[src/rtl/sw_seq_driver.sv]
// Stimulus/self-test initiator for the 3-bit switch-code LED FSM: walks the full
// or shortcut code path, checks the led feedback for each step, reports done/error.
module sw_seq_driver #(
    parameter int HOLD_CYCLES    = 4,
    parameter int TIMEOUT_CYCLES = 16,
    parameter int CNT_W          = 8
) (
    input  logic       clk,
    input  logic       reset,
    input  logic       start,
    input  logic       path_sel,
    input  logic [2:0] led_fb,
    output logic [2:0] sw,
    output logic       busy,
    output logic       done,
    output logic       error,
    output logic [2:0] step
);

    typedef enum logic [2:0] {
        IDLE     = 3'd0,
        DRIVE    = 3'd1,
        WAIT_ACK = 3'd2,
        GAP      = 3'd3,
        DONE     = 3'd4,
        ERR      = 3'd5
    } state_t;

    state_t            state;
    logic              path;
    logic [CNT_W-1:0]  hold_cnt;
    logic [CNT_W-1:0]  to_cnt;

    function automatic logic [2:0] code_of(input logic p, input logic [2:0] s);
        logic [2:0] c;
        c = 3'b000;
        if (!p) begin
            c = s + 3'd1;
        end else begin
            case (s)
                3'd0:    c = 3'b111;
                3'd1:    c = 3'b100;
                3'd2:    c = 3'b101;
                default: c = 3'b110;
            endcase
        end
        return c;
    endfunction

    function automatic logic [2:0] exp_of(input logic p, input logic [2:0] s);
        logic [2:0] e;
        e = 3'b000;
        if (!p) begin
            case (s)
                3'd0:    e = 3'b001;
                3'd1:    e = 3'b010;
                3'd2:    e = 3'b011;
                3'd3:    e = 3'b100;
                3'd4:    e = 3'b111;
                default: e = 3'b000;
            endcase
        end else begin
            case (s)
                3'd0:    e = 3'b011;
                3'd1:    e = 3'b100;
                3'd2:    e = 3'b111;
                default: e = 3'b000;
            endcase
        end
        return e;
    endfunction

    function automatic logic [2:0] last_of(input logic p);
        return p ? 3'd3 : 3'd5;
    endfunction

    always_ff @(posedge clk) begin
        if (!reset) begin
            state    <= IDLE;
            path     <= 1'b0;
            hold_cnt <= '0;
            to_cnt   <= '0;
            sw       <= 3'b000;
            busy     <= 1'b0;
            done     <= 1'b0;
            error    <= 1'b0;
            step     <= 3'd0;
        end else begin
            done <= 1'b0;
            case (state)
                IDLE, ERR: begin
                    sw   <= 3'b000;
                    busy <= 1'b0;
                    if (start) begin
                        path     <= path_sel;
                        step     <= 3'd0;
                        hold_cnt <= '0;
                        to_cnt   <= '0;
                        error    <= 1'b0;
                        busy     <= 1'b1;
                        sw       <= code_of(path_sel, 3'd0);
                        state    <= DRIVE;
                    end
                end
                DRIVE: begin
                    hold_cnt <= hold_cnt + CNT_W'(1);
                    if (hold_cnt == CNT_W'(HOLD_CYCLES - 1)) begin
                        to_cnt <= '0;
                        state  <= WAIT_ACK;
                    end
                end
                WAIT_ACK: begin
                    // A match takes priority over an expiring timeout in the same cycle.
                    if (led_fb == exp_of(path, step)) begin
                        sw    <= 3'b000;
                        state <= GAP;
                    end else if (to_cnt == CNT_W'(TIMEOUT_CYCLES - 1)) begin
                        sw    <= 3'b000;
                        busy  <= 1'b0;
                        error <= 1'b1;
                        state <= ERR;
                    end else begin
                        to_cnt <= to_cnt + CNT_W'(1);
                    end
                end
                GAP: begin
                    if (step == last_of(path)) begin
                        done  <= 1'b1;
                        busy  <= 1'b0;
                        state <= DONE;
                    end else begin
                        step     <= step + 3'd1;
                        hold_cnt <= '0;
                        sw       <= code_of(path, step + 3'd1);
                        state    <= DRIVE;
                    end
                end
                DONE: begin
                    state <= IDLE;
                end
                default: begin
                    state    <= IDLE;
                    path     <= 1'b0;
                    hold_cnt <= '0;
                    to_cnt   <= '0;
                    sw       <= 3'b000;
                    busy     <= 1'b0;
                    error    <= 1'b0;
                    step     <= 3'd0;
                end
            endcase
        end
    end

endmodule

[config.mk]
export PLATFORM = sky130hd
export DESIGN_NAME = sw_seq_driver
export DESIGN_NICKNAME = d
export VERILOG_FILES = /design/src/rtl/sw_seq_driver.sv
export SDC_FILE = /design/constraint.sdc
export NUM_CORES = 1
export LEC_CHECK = 0
export BUFFER_PORTS_ARGS = -buffer_cell sky130_fd_sc_hd__buf_2
export CORE_ASPECT_RATIO = 2
export CORE_MARGIN = 2
export CORE_UTILIZATION = 45
export DETAILED_ROUTE_END_ITERATION = 12
export GPL_TIMING_DRIVEN = 0
export SYNTH_ARGS = -nofsm -noshare
export SYNTH_HDL_FRONTEND = slang
export SYNTH_SLANG_ARGS = --single-unit
[constraint.sdc]
create_clock -name clk -period 2.6 [get_ports clk]
set_clock_uncertainty 0.15 [all_clocks]
set_input_delay 0.26 -clock clk [delete_from_list [all_inputs] [get_ports clk]]
set_output_delay 0.26 -clock clk [all_outputs]
set_load 0.03 [all_outputs]
==> Word-level counts from Yosys, hierarchy flattened <==
Index checks and enable logic that the tools add are counted.
{ "totals": {"reg_bits": 29, "inputBits": 7, "output_inout_bits": 9, "word_cells": 103} }
{ "classes": {"addsub": 4, "eq_ne": 23, "mux": 42, "bitwise": 6, "n_reduce_logical": 19} }
{ "op_table": {"columns": ["operator", "count"], "rows": [
  ["one-hot mux 8 bit (4 select lines)", 2],
  ["two-way mux 3 bit", 17],
  ["two-way mux 8 bit", 5],
  ["one-hot mux 3 bit (4 select lines)", 2],
  ["one-hot mux 3 bit (3 select lines)", 2],
  ["adder 8 x 1 -> 8 bit, second input constant", 2],
  ["equality test 3 x 2 -> 1 bit, second input constant", 5],
  ["one-hot mux 3 bit (5 select lines)", 1],
  ["inequality test 2 bit, second input constant", 7],
  ["AND reduction 3 bit", 4],
  ["equality test 3 x 1 -> 1 bit, second input constant", 3],
  ["equality test 3 bit, second input constant", 3],
  ["zero test 3 bit", 3],
  ["two-way mux 1 bit", 9],
  ["equality test 8 x 2 -> 1 bit, second input constant", 1],
  ["equality test 8 x 4 -> 1 bit, second input constant", 1],
  ["AND reduction 4 bit", 2],
  ["OR reduction 2 bit", 4],
  ["adder 3 x 1 -> 3 bit, second input constant", 2],
  ["equality test 3 bit", 2],
  ["inverter 1 bit", 6],
  ["one-hot mux 2 bit (3 select lines)", 1],
  ["OR reduction 3 bit", 2],
  ["AND reduction 5 bit", 1],
  ["6 further kinds", 7]
]} }

==> Longest topological paths before layout <==
Gate-level depths: netlist (run 1).
{ "logic_depth": {"word_depth": 8, "mapped_depth": 9, "mapped_depth_nobuf": 8} }

==> Worst setup path after synthesis (run 1) <==
Ideal clock, no wire load.
{ "synth_path": {"path_kind": "reg-to-reg", "startpoint": "register step[0]", "endpoint": "register sw[0]", "setup_time_ns": 0.072, "arrival_ns": 2.373, "required_ns": 2.378, "path_slack_ns": 0.006, "path_stages_with_launch": 9, "path_buffers": 0, "period_less_slack_ns": 2.594, "cell_sequence": "dfxtp_1 -> inv_1 -> ha_1 -> o21bai_1 -> a21oi_1 -> xor2_1 -> or3_1 -> a211oi_1 -> mux2i_1"} }
{ "synth_via": {"elab_chain_cells": 8, "word_cells_on_any_way": 25} }
{ "synth_lines": {"columns": ["element", "line_no", "text"], "rows": [
  ["from (decl)", "17", "output logic [2:0] step"],
  ["from (signal assigned)", "132", "step <= step + 3'd1;"],
  ["equality test 3 bit (tied with other cells)", "54", "case (s)"],
  ["one-hot mux 3 bit (5 select lines) or one-hot mux 3 bit (3 select lines) (tied branches)", "54, 63", null],
  ["two-way mux 3 bit", "53", "if (!p) begin"],
  ["two-way mux 3 bit", "90", "case (state)"],
  ["two-way mux 3 bit", "78", "if (!reset) begin"],
  ["equality test 3 bit", "114", "if (led_fb == exp_of(path, step)) begin"],
  ["two-way mux 3 bit or inequality test 3 bit (tied branches)", null, null],
  ["one-hot mux 3 bit (4 select lines) or AND reduction 3 bit (tied branches)", null, null],
  ["to (signal assigned)", "101", "sw <= code_of(path_sel, 3'd0);"],
  ["to (signal assigned)", "134", "sw <= code_of(path, step + 3'd1);"],
  ["to (decl)", "13", "output logic [2:0] sw,"]
]} }
Several ways; a longest one is shown, not always the timed one. The select of a mux whose other input is x is not followed.
A chain may end at the register's enable or synchronous reset.

==> Worst setup path after layout (run 1) <==
{ "layout_path": {"startpoint": "register step[0]", "endpoint": "register state[1]"} }
{ "layout_via": {"elab_chain_cells": 8, "word_cells_on_any_way": 15} }
{ "layout_lines": {"columns": ["element", "line_no", "text"], "rows": [
  ["equality test 3 bit (tied with other cells)", "54", null],
  ["one-hot mux 3 bit (5 select lines) or one-hot mux 3 bit (3 select lines) (tied branches)", "54, 63", null],
  ["two-way mux 3 bit (*)", "53", null],
  ["two-way mux 3 bit (*)", "90", null],
  ["two-way mux 3 bit (*)", "78", null],
  ["equality test 3 bit (*)", "114", null],
  ["two-way mux 3 bit or inequality test 3 bit (tied branches)", null, null],
  ["one-hot mux 3 bit (4 select lines) or AND reduction 3 bit (tied branches)", null, null],
  ["to (signal assigned)", "79", "state <= IDLE;"],
  ["to (signal assigned)", "116", "state <= GAP;"],
  ["to (signal assigned)", "121", "state <= ERR;"],
  ["to (decl)", "29", "state_t state;"]
]} }
Every way passes the cells marked *; elsewhere a longest branch is shown, timed or not. The select of a mux whose other input is x is not followed.

==> flow_metrics.tcl, run 1 <==
set metrics [dict create \
    critPathMaxFanout 8 \
    num_antenna_cells 0 \
    grt_util_met2_pct 39.3 \
    vias 1689 \
    ys_ff_latch 29 \
    die_h_um 95.1 \
    synth_area_leaders "dfxtp_1, ha_1, nor2_1, mux2i_1, xor2_1" \
    max_cap_violations 0 \
    cp_top_family "compound AO/OA/AOI/OAI gates" \
    clkSlewWorstSetupHoldPaths_ns 0.06 \
    cts_sinks 29 \
    cellLeakagePower_nw 0.827 \
    cpPeakStageDelay_ns 0.44 \
    grt_util_met3_pct 3.29 \
    synth-edff-count 0 \
    p_per_area_nw_per_um2 492 \
    regToRegSetupSlack_ns 0.18 \
    io_buffers 15 \
    setup_viol 0 \
    syn_inst 221 \
    drv_slew 0 \
    cts_max_level 2 \
    synth.avg_cell_area_um2 8.45 \
    crit_start "step[0]" \
    fmax_mhz 414 \
    rr_startpoint "step[0]" \
    arrival_ns 2.46 \
    core_um2 4050 \
    antenna_found_initial 0 \
    p_switching_mw 0.295 \
    die_x_um 49.5 \
    place_congestion 0.796 \
    grt_overflow 0 \
    sw_frac_of_total_pct 28.1 \
    insertion_delay_ns 0.29 \
    drive_gt1_share_pct 18.4 \
    grt_pass1_wl_um 7380 \
    rsz0062_at_grt "no" \
    wl_um 4510 \
    holdCritStartpoint "reset" \
    grt_pass1_vias 1608 \
    seqPwrFrac_pct 44.4 \
    peakVddDrop_mv 0.331 \
    worstSetupStartpointType "register" \
    post_cts_buffers 0 \
    yosysTopAreaCell "dfxtp_1" \
    path_cells "inv_1 -> ha_1 -> o21bai_1 -> a21oi_1 -> xor2_1 -> or3_4 -> a311o_1 -> a211oi_1" \
    combinationalPowerShare_pct 15.8 \
    clockBufferDepth 2 \
    synthFlopType "dfxtp_1" \
    period_minus_slack_ns 2.42 \
    cts_made_buffers 5 \
    post_drt_wl_per_cell_um 15.2 \
    cts_tree "done" \
    synth_most_common_cell "dfxtp_1" \
    critPathSlowestCell "or3_4" \
    yosysWarningCount 0 \
    syn-num-nets 235 \
    firstDrtPassIters 4 \
    clock-root-buffer "clkbuf_8" \
    grt_use_met1_pct 21.0 \
    ios 16 \
    top_usage_layer "met2" \
    rows 33 \
    async_flop_share_pct 0 \
    endpoint_kind "register" \
    yosysTopAreaCellShare_pct 31.1 \
    p_total_mw 1.05 \
    status "finished clean" \
    ant_nets 0 \
    intPower_mw 0.755 \
    pwr-share-clk_pct 39.8 \
    path_buf_inv 1 \
    drc_errors 0 \
    synthTopCellsByCount "dfxtp_1, nor2_1, nand2_1" \
    dr.first_iter.drc_count 29 \
    design.die.area_um2 4710 \
    hold_violations 0 \
    yosys.cell_types.count 57 \
    hold_path_class "input pin to register" \
    grt_max_degree 11 \
    layout.nets 257 \
    setup_tns_ns 0 \
    seq_area_frac_synth_pct 31.1 \
    period_share_pct 93.0 \
    vias_per_cell 5.71 \
    worst_slew_pin_slew_ns 0.530 \
    slew_headroom_pct 64.4 \
    netlist_area_um2 1870 \
    dp_hpwl_um 3440 \
    grt_usage_pct 20.3 \
    area_growth_syn_to_layout_pct 14.3 \
    initial_core_util_pct 46.1 \
    crit_required_ns 2.65 \
    critical_path_class "register to register" \
]
## path summary, 6_finish.rpt
kind | to | depth (start not counted)
worst max-delay path | state[1] | 8
worst min-delay path | state[0] | 3
worst max register to register | state[1] | 8
worst min register to register | sw[0] | 2
## sequential cells by signal, indices dropped and copies added (netlist names)
signal    cells
busy          1
done          1
error         1
hold_cnt      8
path          1
state         3
step          3
sw            3
to_cnt        8
## per-stage QoR
step                      cell area (um2)  hold WS, ns  worst slack, ns  utilization [%]  cells
after floorplan                      1870        0.292          0.00573                -    221
after global placement               2010        0.296           -0.116             49.6    288
after detailed placement             2010        0.308           -0.130             49.6    288
after CTS                            2120        0.175           0.0795             52.4    296
after global routing                 2130        0.184           0.0302             52.7    296
final                                2130        0.171            0.183             52.7    296
## layer usage
layer	part of all wire (%)	wire length, um
met3	2.3	105
met1	40	1810
met5	0	0
met2	56	2510
met4	1.7	77
## cell type report
type                            instances  area (um2)
Buffer                                 11        76.3
Clock buffer                            7        96.3
Clock inverter                          1        5.00
Fill cell                             435        1910
Inverter                                8        30.0
Multi-Input combinational cell        173        1200
Sequential cell                        29         586
Tap cell                               52        65.1
Timing Repair Buffer                   15        75.1
## power by group through the flow
stage | registers [mW] | clock network [mW] | logic, mW
finish | 0.466 | 0.418 | 0.166
global route | 0.467 | 0.443 | 0.183
CTS | 0.467 | 0.422 | 0.165
detailed placement | 0.477 | 0 | 0.162
global placement | 0.477 | 0 | 0.162
floorplan | 0.489 | 0 | 0.106
## logic make-up after synthesis
| logic type | count (synthesis) | share of synthesized area [%] |
|---|---|---|
| muxes | 8 | 4.29 |
| xor gates and xnor gates | 12 | 5.63 |
| buffers and inverters | 19 | 5.70 |
| DFF | 29 | 31.1 |
| and+or+nand+nor | 91 | 27.4 |
| AOI/OAI and AO/OA | 55 | 21.2 |
| adders and majority gates | 7 | 4.69 |
## worst reg2reg max path: stages, from the launching register on
cell      delay (ns)
dfxtp_4         0.39
inv_1           0.09
ha_1            0.25
o21bai_1        0.17
a21oi_1         0.10
xor2_1          0.18
or3_4           0.45
a311o_1         0.30
a211oi_1        0.25
## layout by cell type (no fill, tap or decap), types with 7 or more instances in the layout
cell type,count
nand3_1,7
dfxtp_1,27
a21oi_1,12
clkbuf_8,8
xor2_1,9
ha_1,7
buf_2,17
mux2i_1,8
nor2_1,23
nand2_1,20
## repair_timing
item	4_1_cts	5_1_grt
gates resized for setup	3	5
pin swaps	0	0
hold buffers	0	0
endpoints found under the setup margin	6	4
(Power assumes the default switching activity.)
==> run 2, diff against run 1 <==
--- a/config.mk
+++ b/config.mk
@@ -6,11 +6,15 @@
 export NUM_CORES = 1
 export LEC_CHECK = 0
 export BUFFER_PORTS_ARGS = -buffer_cell sky130_fd_sc_hd__buf_2
+export CELL_PAD_IN_SITES_DETAIL_PLACEMENT = 1
+export CELL_PAD_IN_SITES_GLOBAL_PLACEMENT = 1
 export CORE_ASPECT_RATIO = 2
 export CORE_MARGIN = 2
 export CORE_UTILIZATION = 45
+export CTS_CLUSTER_DIAMETER = 60
 export DETAILED_ROUTE_END_ITERATION = 12
 export GPL_TIMING_DRIVEN = 0
+export PLACE_DENSITY_LB_ADDON = 0.1
 export SYNTH_ARGS = -nofsm -noshare
 export SYNTH_HDL_FRONTEND = slang
 export SYNTH_SLANG_ARGS = --single-unit
==> flow_metrics.tcl, run 2 (same netlist as run 1, synthesis figures left out) <==
set metrics [dict create \
    fillers 516 \
    die_h_um 95.1 \
    grt_max_degree 11 \
    fmax_mhz 409 \
    worst_slew_pin_slew_ns 0.609 \
    dr.first_iter.drc_count 46 \
    place_congestion 0.771 \
    antenna_found_initial 0 \
    clkSlewWorstSetupHoldPaths_ns 0.06 \
    period_share_pct 94.1 \
    die_x_um 49.5 \
    design_area_um2 2130 \
    dp_hpwl_um 4250 \
    hold_violations 0 \
    rows 33 \
    sw_frac_of_total_pct 30.2 \
    cts_made_buffers 5 \
    path_cells "inv_1 -> ha_1 -> o21bai_1 -> a21oi_1 -> xor2_1 -> or3_4 -> a311o_1 -> a211oi_1" \
    drv_slew 0 \
    core_um2 4050 \
    setup_viol 0 \
    critical_path_class "register to register" \
    cpPeakStageDelay_ns 0.45 \
    num_antenna_cells 0 \
    period_minus_slack_ns 2.45 \
    firstDrtPassIters 5 \
    path_buf_inv 1 \
    drc_errors 0 \
    design.die.area_um2 4710 \
    layout_commonest_cell "dfxtp_1" \
    clock-root-buffer "clkbuf_8" \
    arrival_ns 2.49 \
    critPathMaxFanout 8 \
    multi_input_area_um2 1210 \
    ff_latch_area_um2 586 \
    hold_path_class "input pin to register" \
    ios 16 \
    pwr-share-clk_pct 36.4 \
    area_growth_syn_to_layout_pct 13.9 \
    initial_core_util_pct 46.1 \
    grt_overflow 0 \
    layout.nets 257 \
    max_cap_violations 0 \
    cp_top_family "compound AO/OA/AOI/OAI gates" \
    grt_pass1_vias 1982 \
    post_drt_wl_per_cell_um 18.4 \
    wl_um 5460 \
    endpoint_kind "register" \
    intPower_mw 0.702 \
    grt_usage_pct 25.1 \
    p_per_area_nw_per_um2 473 \
    crit_required_ns 2.65 \
    grt_pass1_wl_um 9110 \
    slew_headroom_pct 59.1 \
    cts_tree "done" \
    post_dp_cell_area_um2 2010 \
    seqPwrFrac_pct 46.4 \
    clockBufferDepth 2 \
    insertion_delay_ns 0.28 \
    peakVddDrop_mv 0.385 \
    vias_per_cell 5.99 \
    io_buffers 15 \
    final_cell_mix "dfxtp_1, nor2_1, nand2_1, buf_2, a21oi_1" \
    critPathSlowestCell "or3_4" \
    cts_sinks 29 \
    whs_ns 0.205 \
    cts_max_level 2 \
    p_switching_mw 0.304 \
    reg_top3 "hold_cnt (8), to_cnt (8)" \
    drive_gt1_share_pct 18.4 \
    status "finished clean" \
    cellLeakagePower_nw 0.822 \
    combinationalPowerShare_pct 17.2 \
    vias 1774 \
    ant_nets 0 \
    worstSetupStartpointType "register" \
]
## run 2: changes by cell type in the layout (fill, tap and decap cells not counted), sizes merged
cell	before	now
clkbuf	13	12
clkinv	2	3
## run 2: metal layers
layer	vias up	GRT usage [%]	part of all wire [%]
li1	860	-	-
met1	868	23.5	35
met2	29	49.3	59
met3	17	4.23	2.2
met4	0	13.9	3.4
met5	-	0	0
## run 2: worst paths after layout
kind / start / end / slack, ns / cells past startpoint
setup / recovery: step[0] / state[1] / 0.15 / 8
setup reg to reg: step[0] / state[1] / 0.15 / 8
hold / removal: reset / state[0] / 0.20 / 3
hold reg to reg: to_cnt[7] / to_cnt[7] / 0.34 / 2
## run 2: worst reg2reg max path, delay by kind of cell, from the launching register on
| family | cells | cell delay, ns |
|---|---|---|
| XOR/XNOR | 1 | 0.20 |
| buffers and inverters | 1 | 0.09 |
| AND/OR/NAND/NOR | 1 | 0.45 |
| adder cells (fa/ha/maj) | 1 | 0.26 |
| flip-flops | 1 | 0.39 |
| AO/OA/AOI/OAI | 4 | 0.82 |
## run 2: repair_timing
action                     in CTS  in global routing
gates resized for setup         4                  5
setup buffers                   0                  0
setup endpoints to repair       8                  9
hold buffers                    0                  0
pin swaps                       0                  1
## run 2: final cells by class
type,count,share of cell area [%]
repair buffers,15,3.53
plain buffers,11,3.59
flip-flops and latches,29,27.5
well taps,52,3.06
clock inverters,2,0.471
clock buffers,6,3.41
multi-input cells,173,57.0
inverters,8,1.41
## run 2: per-stage QoR
stage	setup slack (ns)	util (%)	setup TNS (ns)	instances	power [mW]
finish	0.155	52.5	0	296	1.01
detailed placement	-0.211	49.6	-0.787	288	0.644
CTS	0.0309	52.1	0	296	1.01
global route	-0.0166	52.5	-0.0166	296	1.05
floorplan	0.00573	-	0	221	0.594
global placement	-0.000380	49.6	-0.000380	288	0.635
## run 2: power groups by stage
stage          Combinational (mW)  Clock (mW)  Sequential, mW
3_3_place_gp                0.158           0           0.476
3_5_place_dp                0.166           0           0.478
4_1_cts                     0.171       0.371           0.468
5_1_grt                     0.189       0.389           0.468
2_1_floorplan               0.106           0           0.489
6_report                    0.173       0.367           0.467
